## src/rtl/jbi_mout_mondo_ack_pkg.sv

```systemverilog
// Shared JBI constants for the mondo ack/nack issue path: field widths,
// transaction codes, FSM encoding and small datapath helpers.
package jbi_mout_mondo_ack_pkg;

  localparam int unsigned JBI_AGNT_W = 5;
  localparam int unsigned JBI_CPU_W  = 10;
  localparam int unsigned JBI_TGT_W  = 15;
  localparam int unsigned JBI_CMD_W  = 5;
  localparam int unsigned JBI_GAP_W  = 4;
  localparam int unsigned JBI_CNT_W  = 8;

  localparam logic [JBI_CMD_W-1:0] JBI_TRANS_INT_ACK  = 5'b01011;
  localparam logic [JBI_CMD_W-1:0] JBI_TRANS_INT_NACK = 5'b01010;

  typedef enum logic [1:0] {
    MONDO_IDLE  = 2'b00,
    MONDO_REQ   = 2'b01,
    MONDO_ISSUE = 2'b10,
    MONDO_GAP   = 2'b11
  } mondo_state_e;

  function automatic logic [JBI_CMD_W-1:0] mondo_cmd(input logic ack);
    return ack ? JBI_TRANS_INT_ACK : JBI_TRANS_INT_NACK;
  endfunction

  function automatic logic [JBI_CNT_W-1:0] sat_inc(input logic [JBI_CNT_W-1:0] v);
    return (v == 8'hFF) ? v : (v + 8'h01);
  endfunction

endpackage

```

## src/rtl/jbi_mout_mondo_ack_gap_cnt.sv

```systemverilog
// Idle-gap down counter: loaded when a transaction is granted, decremented
// while in GAP, zero flag tells the FSM when the gap has elapsed.
module jbi_mout_gap_cnt
  import jbi_mout_mondo_ack_pkg::*;
(
  input  logic                 clk,
  input  logic                 rst_l,
  input  logic                 load,
  input  logic                 dec,
  input  logic [JBI_GAP_W-1:0] load_val,
  output logic                 zero
);

  logic [JBI_GAP_W-1:0] cnt_r;

  // Counter register; a decrement at zero is ignored so it can never wrap
  always_ff @(posedge clk or negedge rst_l) begin
    if (!rst_l) begin
      cnt_r <= 4'd0;
    end else if (load) begin
      cnt_r <= load_val;
    end else if (dec && (cnt_r != 4'd0)) begin
      cnt_r <= cnt_r - 4'd1;
    end else begin
      cnt_r <= cnt_r;
    end
  end

  assign zero = (cnt_r == 4'd0);

endmodule

```

## src/rtl/jbi_mout_mondo_ack.sv

```systemverilog
// Issues INT_ACK / INT_NACK JBus transactions for entries at the head of the
// mondo ack queue, one at a time, with a programmable idle gap after each.
module jbi_mout_mondo_ack
  import jbi_mout_mondo_ack_pkg::*;
(
  input  logic                  clk,
  input  logic                  rst_l,
  input  logic                  ncio_mondo_req,
  input  logic                  ncio_mondo_ack,
  input  logic [JBI_AGNT_W-1:0] ncio_mondo_agnt_id,
  input  logic [JBI_CPU_W-1:0]  ncio_mondo_cpu_id,
  output logic                  mout_mondo_pop,
  input  logic [JBI_GAP_W-1:0]  csr_mondo_gap,
  output logic                  mondo_arb_req,
  input  logic                  mondo_arb_gnt,
  output logic                  mondo_jbus_vld,
  output logic [JBI_CMD_W-1:0]  mondo_jbus_cmd,
  output logic [JBI_TGT_W-1:0]  mondo_jbus_tgt,
  output logic [JBI_CNT_W-1:0]  mondo_nack_cnt
);

  mondo_state_e          state_r;
  mondo_state_e          state_nxt_s;
  logic                  capture_s;
  logic                  gap_load_s;
  logic                  gap_dec_s;
  logic                  gap_zero_s;
  logic                  issue_nxt_s;
  logic                  ack_hold_r;
  logic [JBI_AGNT_W-1:0] agnt_hold_r;
  logic [JBI_CPU_W-1:0]  cpu_hold_r;

  jbi_mout_gap_cnt u_gap_cnt (
    .clk      (clk),
    .rst_l    (rst_l),
    .load     (gap_load_s),
    .dec      (gap_dec_s),
    .load_val (csr_mondo_gap),
    .zero     (gap_zero_s)
  );

  // State register
  always_ff @(posedge clk or negedge rst_l) begin
    if (!rst_l) begin
      state_r <= MONDO_IDLE;
    end else begin
      state_r <= state_nxt_s;
    end
  end

  // Next-state and control decode; the gap is loaded on the grant so it is
  // sampled exactly as ISSUE is entered
  always_comb begin
    state_nxt_s = state_r;
    capture_s   = 1'b0;
    gap_load_s  = 1'b0;
    gap_dec_s   = 1'b0;
    case (state_r)
      MONDO_IDLE: begin
        if (ncio_mondo_req) begin
          state_nxt_s = MONDO_REQ;
          capture_s   = 1'b1;
        end else begin
          state_nxt_s = MONDO_IDLE;
        end
      end
      MONDO_REQ: begin
        if (mondo_arb_gnt) begin
          state_nxt_s = MONDO_ISSUE;
          gap_load_s  = 1'b1;
        end else begin
          state_nxt_s = MONDO_REQ;
        end
      end
      MONDO_ISSUE: begin
        state_nxt_s = MONDO_GAP;
      end
      MONDO_GAP: begin
        if (gap_zero_s) begin
          state_nxt_s = MONDO_IDLE;
        end else begin
          state_nxt_s = MONDO_GAP;
          gap_dec_s   = 1'b1;
        end
      end
      default: begin
        state_nxt_s = MONDO_IDLE;
      end
    endcase
  end

  assign issue_nxt_s = (state_nxt_s == MONDO_ISSUE);

  // Holding registers: only written by the IDLE capture
  always_ff @(posedge clk or negedge rst_l) begin
    if (!rst_l) begin
      ack_hold_r  <= 1'b0;
      agnt_hold_r <= 5'd0;
      cpu_hold_r  <= 10'd0;
    end else if (capture_s) begin
      ack_hold_r  <= ncio_mondo_ack;
      agnt_hold_r <= ncio_mondo_agnt_id;
      cpu_hold_r  <= ncio_mondo_cpu_id;
    end else begin
      ack_hold_r  <= ack_hold_r;
      agnt_hold_r <= agnt_hold_r;
      cpu_hold_r  <= cpu_hold_r;
    end
  end

  // Outputs are registered from the next state so they coincide with it
  always_ff @(posedge clk or negedge rst_l) begin
    if (!rst_l) begin
      mondo_arb_req  <= 1'b0;
      mondo_jbus_vld <= 1'b0;
      mout_mondo_pop <= 1'b0;
      mondo_jbus_cmd <= 5'd0;
      mondo_jbus_tgt <= 15'd0;
    end else begin
      mondo_arb_req  <= (state_nxt_s == MONDO_REQ);
      mondo_jbus_vld <= issue_nxt_s;
      mout_mondo_pop <= issue_nxt_s;
      if (issue_nxt_s) begin
        mondo_jbus_cmd <= mondo_cmd(ack_hold_r);
        mondo_jbus_tgt <= {agnt_hold_r, cpu_hold_r};
      end else begin
        mondo_jbus_cmd <= 5'd0;
        mondo_jbus_tgt <= 15'd0;
      end
    end
  end

  // Saturating NACK counter, bumped as each NACK issue cycle completes
  always_ff @(posedge clk or negedge rst_l) begin
    if (!rst_l) begin
      mondo_nack_cnt <= 8'd0;
    end else if ((state_r == MONDO_ISSUE) && !ack_hold_r) begin
      mondo_nack_cnt <= sat_inc(mondo_nack_cnt);
    end else begin
      mondo_nack_cnt <= mondo_nack_cnt;
    end
  end

endmodule

```

## config.mk

```make
export PLATFORM = sky130hd
export DESIGN_NAME = jbi_mout_mondo_ack
export DESIGN_NICKNAME = d
export VERILOG_FILES = /design/src/rtl/jbi_mout_mondo_ack_pkg.sv /design/src/rtl/jbi_mout_mondo_ack_gap_cnt.sv /design/src/rtl/jbi_mout_mondo_ack.sv
export SDC_FILE = /design/constraint.sdc
export NUM_CORES = 1
export LEC_CHECK = 0
export BUFFER_PORTS_ARGS = -buffer_cell sky130_fd_sc_hd__buf_2
export CORE_MARGIN = 4
export CORE_UTILIZATION = 30
export CTS_CLUSTER_DIAMETER = 30
export CTS_CLUSTER_SIZE = 25
export DETAILED_ROUTE_END_ITERATION = 16
export REMOVE_ABC_BUFFERS = 1
export SLEW_MARGIN = 20
export SYNTH_ARGS = -nofsm -noshare
export SYNTH_HDL_FRONTEND = slang
export SYNTH_SLANG_ARGS = --single-unit
```

## constraint.sdc

```tcl
create_clock -name clk -period 3.35 [get_ports clk]
set_input_delay 0 -clock clk [delete_from_list [all_inputs] [get_ports clk]]
set_output_delay 0 -clock clk [all_outputs]
set_load 0.02 [all_outputs]
```

==> results.md <==
* Status: completed
* Buffers on Ports at 52
* Area contributors post-synth: dfrtp_1 62%, mux2_2 13%, and2_1 5.2%, buf_4 2.3%, ha_1 1.9%
* Slew Limit Fails at 0
* Final core utilization at 41.8%
* CTS buffer count at 5
* R2R Setup Slk at 1.42 ns
* R2R depth at 4
* CP required at 3.53 ns
* Peak supply drop at 0.000364 V
* LEAKAGE at 1.26 nW
* DIE WIDTH at 88.2 um
* CTS H-Tree Depth at 2
* Critical path endpoint: u_gap_cnt.cnt_r[3]
* Rel. slew slack at 43.4%
* DR DRC count at 0
* Clk_lat worst skew at 0.29 ns
* Syn Inst Count at 149
* Mapped Area at 1930 um2
* Critical Path AT at 2.11 ns
* Skew final at 0.00558 ns
* Design Area, Final at 2530 um2
* Reg2reg start: state_r[1]
* Root Buffer Master: clkbuf_8
* Routed vias/inst at 4.33
* CP Max Fanout at 26
* Library cells used by synthesis at 27
* Hold_ws at 0.0221 ns
* Number of vias after detailed routing at 1,286
* HPWL after DPL at 2.44 mm
* Final Hold Viols at 0
* CTS sink count at 48
* Die area at 7770 um2
* RSZ-0062 raised after global routing: false
* CP Capture Type: register
* Min-Delay Path Class: in -> reg
* GPL Wtd Cong at 0.719
* Total track usage at 10.1%
* Die H at 88.2 um
* Grt met3 use at 2.92%
* RR Endpoint: u_gap_cnt.cnt_r[3]
* Met1 Usage GRT at 13.0%
* Iter 0 DRT Violations at 63
* Max Cap Viol at 0
* Initial antenna violation count at 0
* Area growth syn-to-layout at 31.4%
* Layout net count at 248
* FF+latch count, synth at 48
* Crit path kind: reg -> reg
* Synth warn at 0
* Number of setup violations in the final report at 0
* Vias in the first global route at 1,299
* Routed WL per cell at 12.0 um
* CTS tree: built
* Total power draw at 1.92 mW
* DRT antenna net count at 0
* Slew @ Worst Pin at 0.849 ns
* Drt pass-1 iters at 4
* Period Utilization, post-route at 57.7%
* Antenna diode count at 0
* Initial core utilization at 31.8%
* Setup TNS at 0 ns
* Fin cells at 297
* Clk pin slew, worst setup/hold paths at 0.09 ns
* Launch point of the worst path: state_r[1]
* Global Route met2 Usage at 16.4%
* Seq/Total Area, Yosys at 62.3%
* Largest net degree at the start of global routing at 49
* GR peak layer: met2
* I/O Pins at 55
* Rows at 28
* Fin crit period at 1.93 ns
* Post-Place Cells at 268
* Top achievable clock speed at 518 MHz
* Setup Slack @ Placement at 1.41 ns
* Post-DP Area at 2230 um2
* Syn avg cell area at 12.9 um2
* Post-synth top area share at 62.3%
* Global-route wire length before repair at 6.04 mm
* Routed wire length at 3.56 mm
* Leading area contributor after synthesis: dfrtp_1
* GRT Residual Overflow at 0
* Final WS setup at 1.42 ns
* Longest Clk Path Bufs at 2
* Core Region at 6060 um2
* Startpoint Class: register
* Power Density at 758 nW/um2
* Layout cells sized above 1 at 37.8%
* Cts repair resizes at 0
## worst max-delay path, cell delays in order (launching register included)
cell	delay, ns
dfrtp_1	0.45
and3b_1	0.74
nor3_1	0.09
mux2_2	0.28
mux2_2	0.25
## layout by cell type, fill, tap and decap left out, types with 4 or more instances in the layout
master,synthesis,final
buf_2,1,51
dfrtp_1,48,48
mux2_2,22,22
dlygate4sd3_1,0,21
and2_1,16,16
nand2_1,8,8
clkbuf_8,0,6
nand3_1,5,5
inv_1,4,4
nand2b_1,4,4
nor3_1,4,4
## routing by layer
layer	wire, um	vias to the layer above
li1	-	637
met1	1540	618
met2	1790	29
met3	200	2
met4	20	0
met5	0	-
## how the worst min path moves through the flow
stage / end / slack, ns / cells after the start / from
after floorplan: ack_hold_r / -0.30 / 0 / rst_l
after global placement: u_gap_cnt.cnt_r[2] / 0.22 / 3 / csr_mondo_gap[2]
final: mondo_arb_req / 0.02 / 3 / mondo_arb_gnt
after detailed placement: u_gap_cnt.cnt_r[2] / 0.22 / 3 / csr_mondo_gap[2]
after global routing: mondo_arb_req / 0.04 / 3 / mondo_arb_gnt
after CTS: mondo_arb_req / 0.01 / 3 / mondo_arb_gnt
## kinds of logic (layout without fill, tap and decap cells)
family / after synthesis / count (layout) / synth area share, %
AOI/OAI and AO/OA: 7 / 7 / 2.01
xor gates and xnor gates: 5 / 5 / 2.27
adders and majority gates: 3 / 3 / 1.95
buffers and inverters: 13 / 85 / 3.76
DFF: 48 / 48 / 62.3
muxes: 22 / 22 / 12.8
other: 1 / 2 / 0.194
and+or+nand+nor: 50 / 50 / 14.7
## Yosys cell counts (all sizes together)
library cell,number
o21ai,3
clkbuf,2
nand2b,4
and3b,1
nor4,1
nor3b,1
dfrtp,48
o311ai,1
nand2,8
nor2b,2
inv,4
xnor2,2
xor2,3
a21oi,3
ha,3
nor2,4
or3,2
conb,1
nand3,5
buf,7
and2,16
nand4,2
mux2,22
nor3,4
## report_power, final
part / switching [mW] / internal [mW]
sequential: 0.131 / 0.792
clock: 0.181 / 0.165
combinational: 0.336 / 0.315
total: 0.648 / 1.27
## area by class of cell
class | instances | area (um2)
flip-flops and latches | 48 | 1200
well taps | 75 | 93.8
repair buffers | 73 | 473
inverters | 4 | 15.0
multi-input cells | 89 | 658
clock inverters | 2 | 10.0
fillers | 587 | 3530
clock buffers | 6 | 82.6
## repair_timing
action	4_1_cts	5_1_grt
hold buffers	21	0
buffers inserted	0	0
hold endpoints to repair	68	0
## registers in the layout, summed over array words and instances, names as in the netlist
| register | flops |
|---|---|
| state_r | 2 |
| mondo_jbus_tgt | 15 |
| ack_hold_r | 1 |
| mondo_nack_cnt | 8 |
| mondo_arb_req | 1 |
| agnt_hold_r | 5 |
| mondo_jbus_cmd | 2 |
| cpu_hold_r | 10 |
| u_gap_cnt.cnt_r | 4 |
Power figures use the tool's default switching activity.
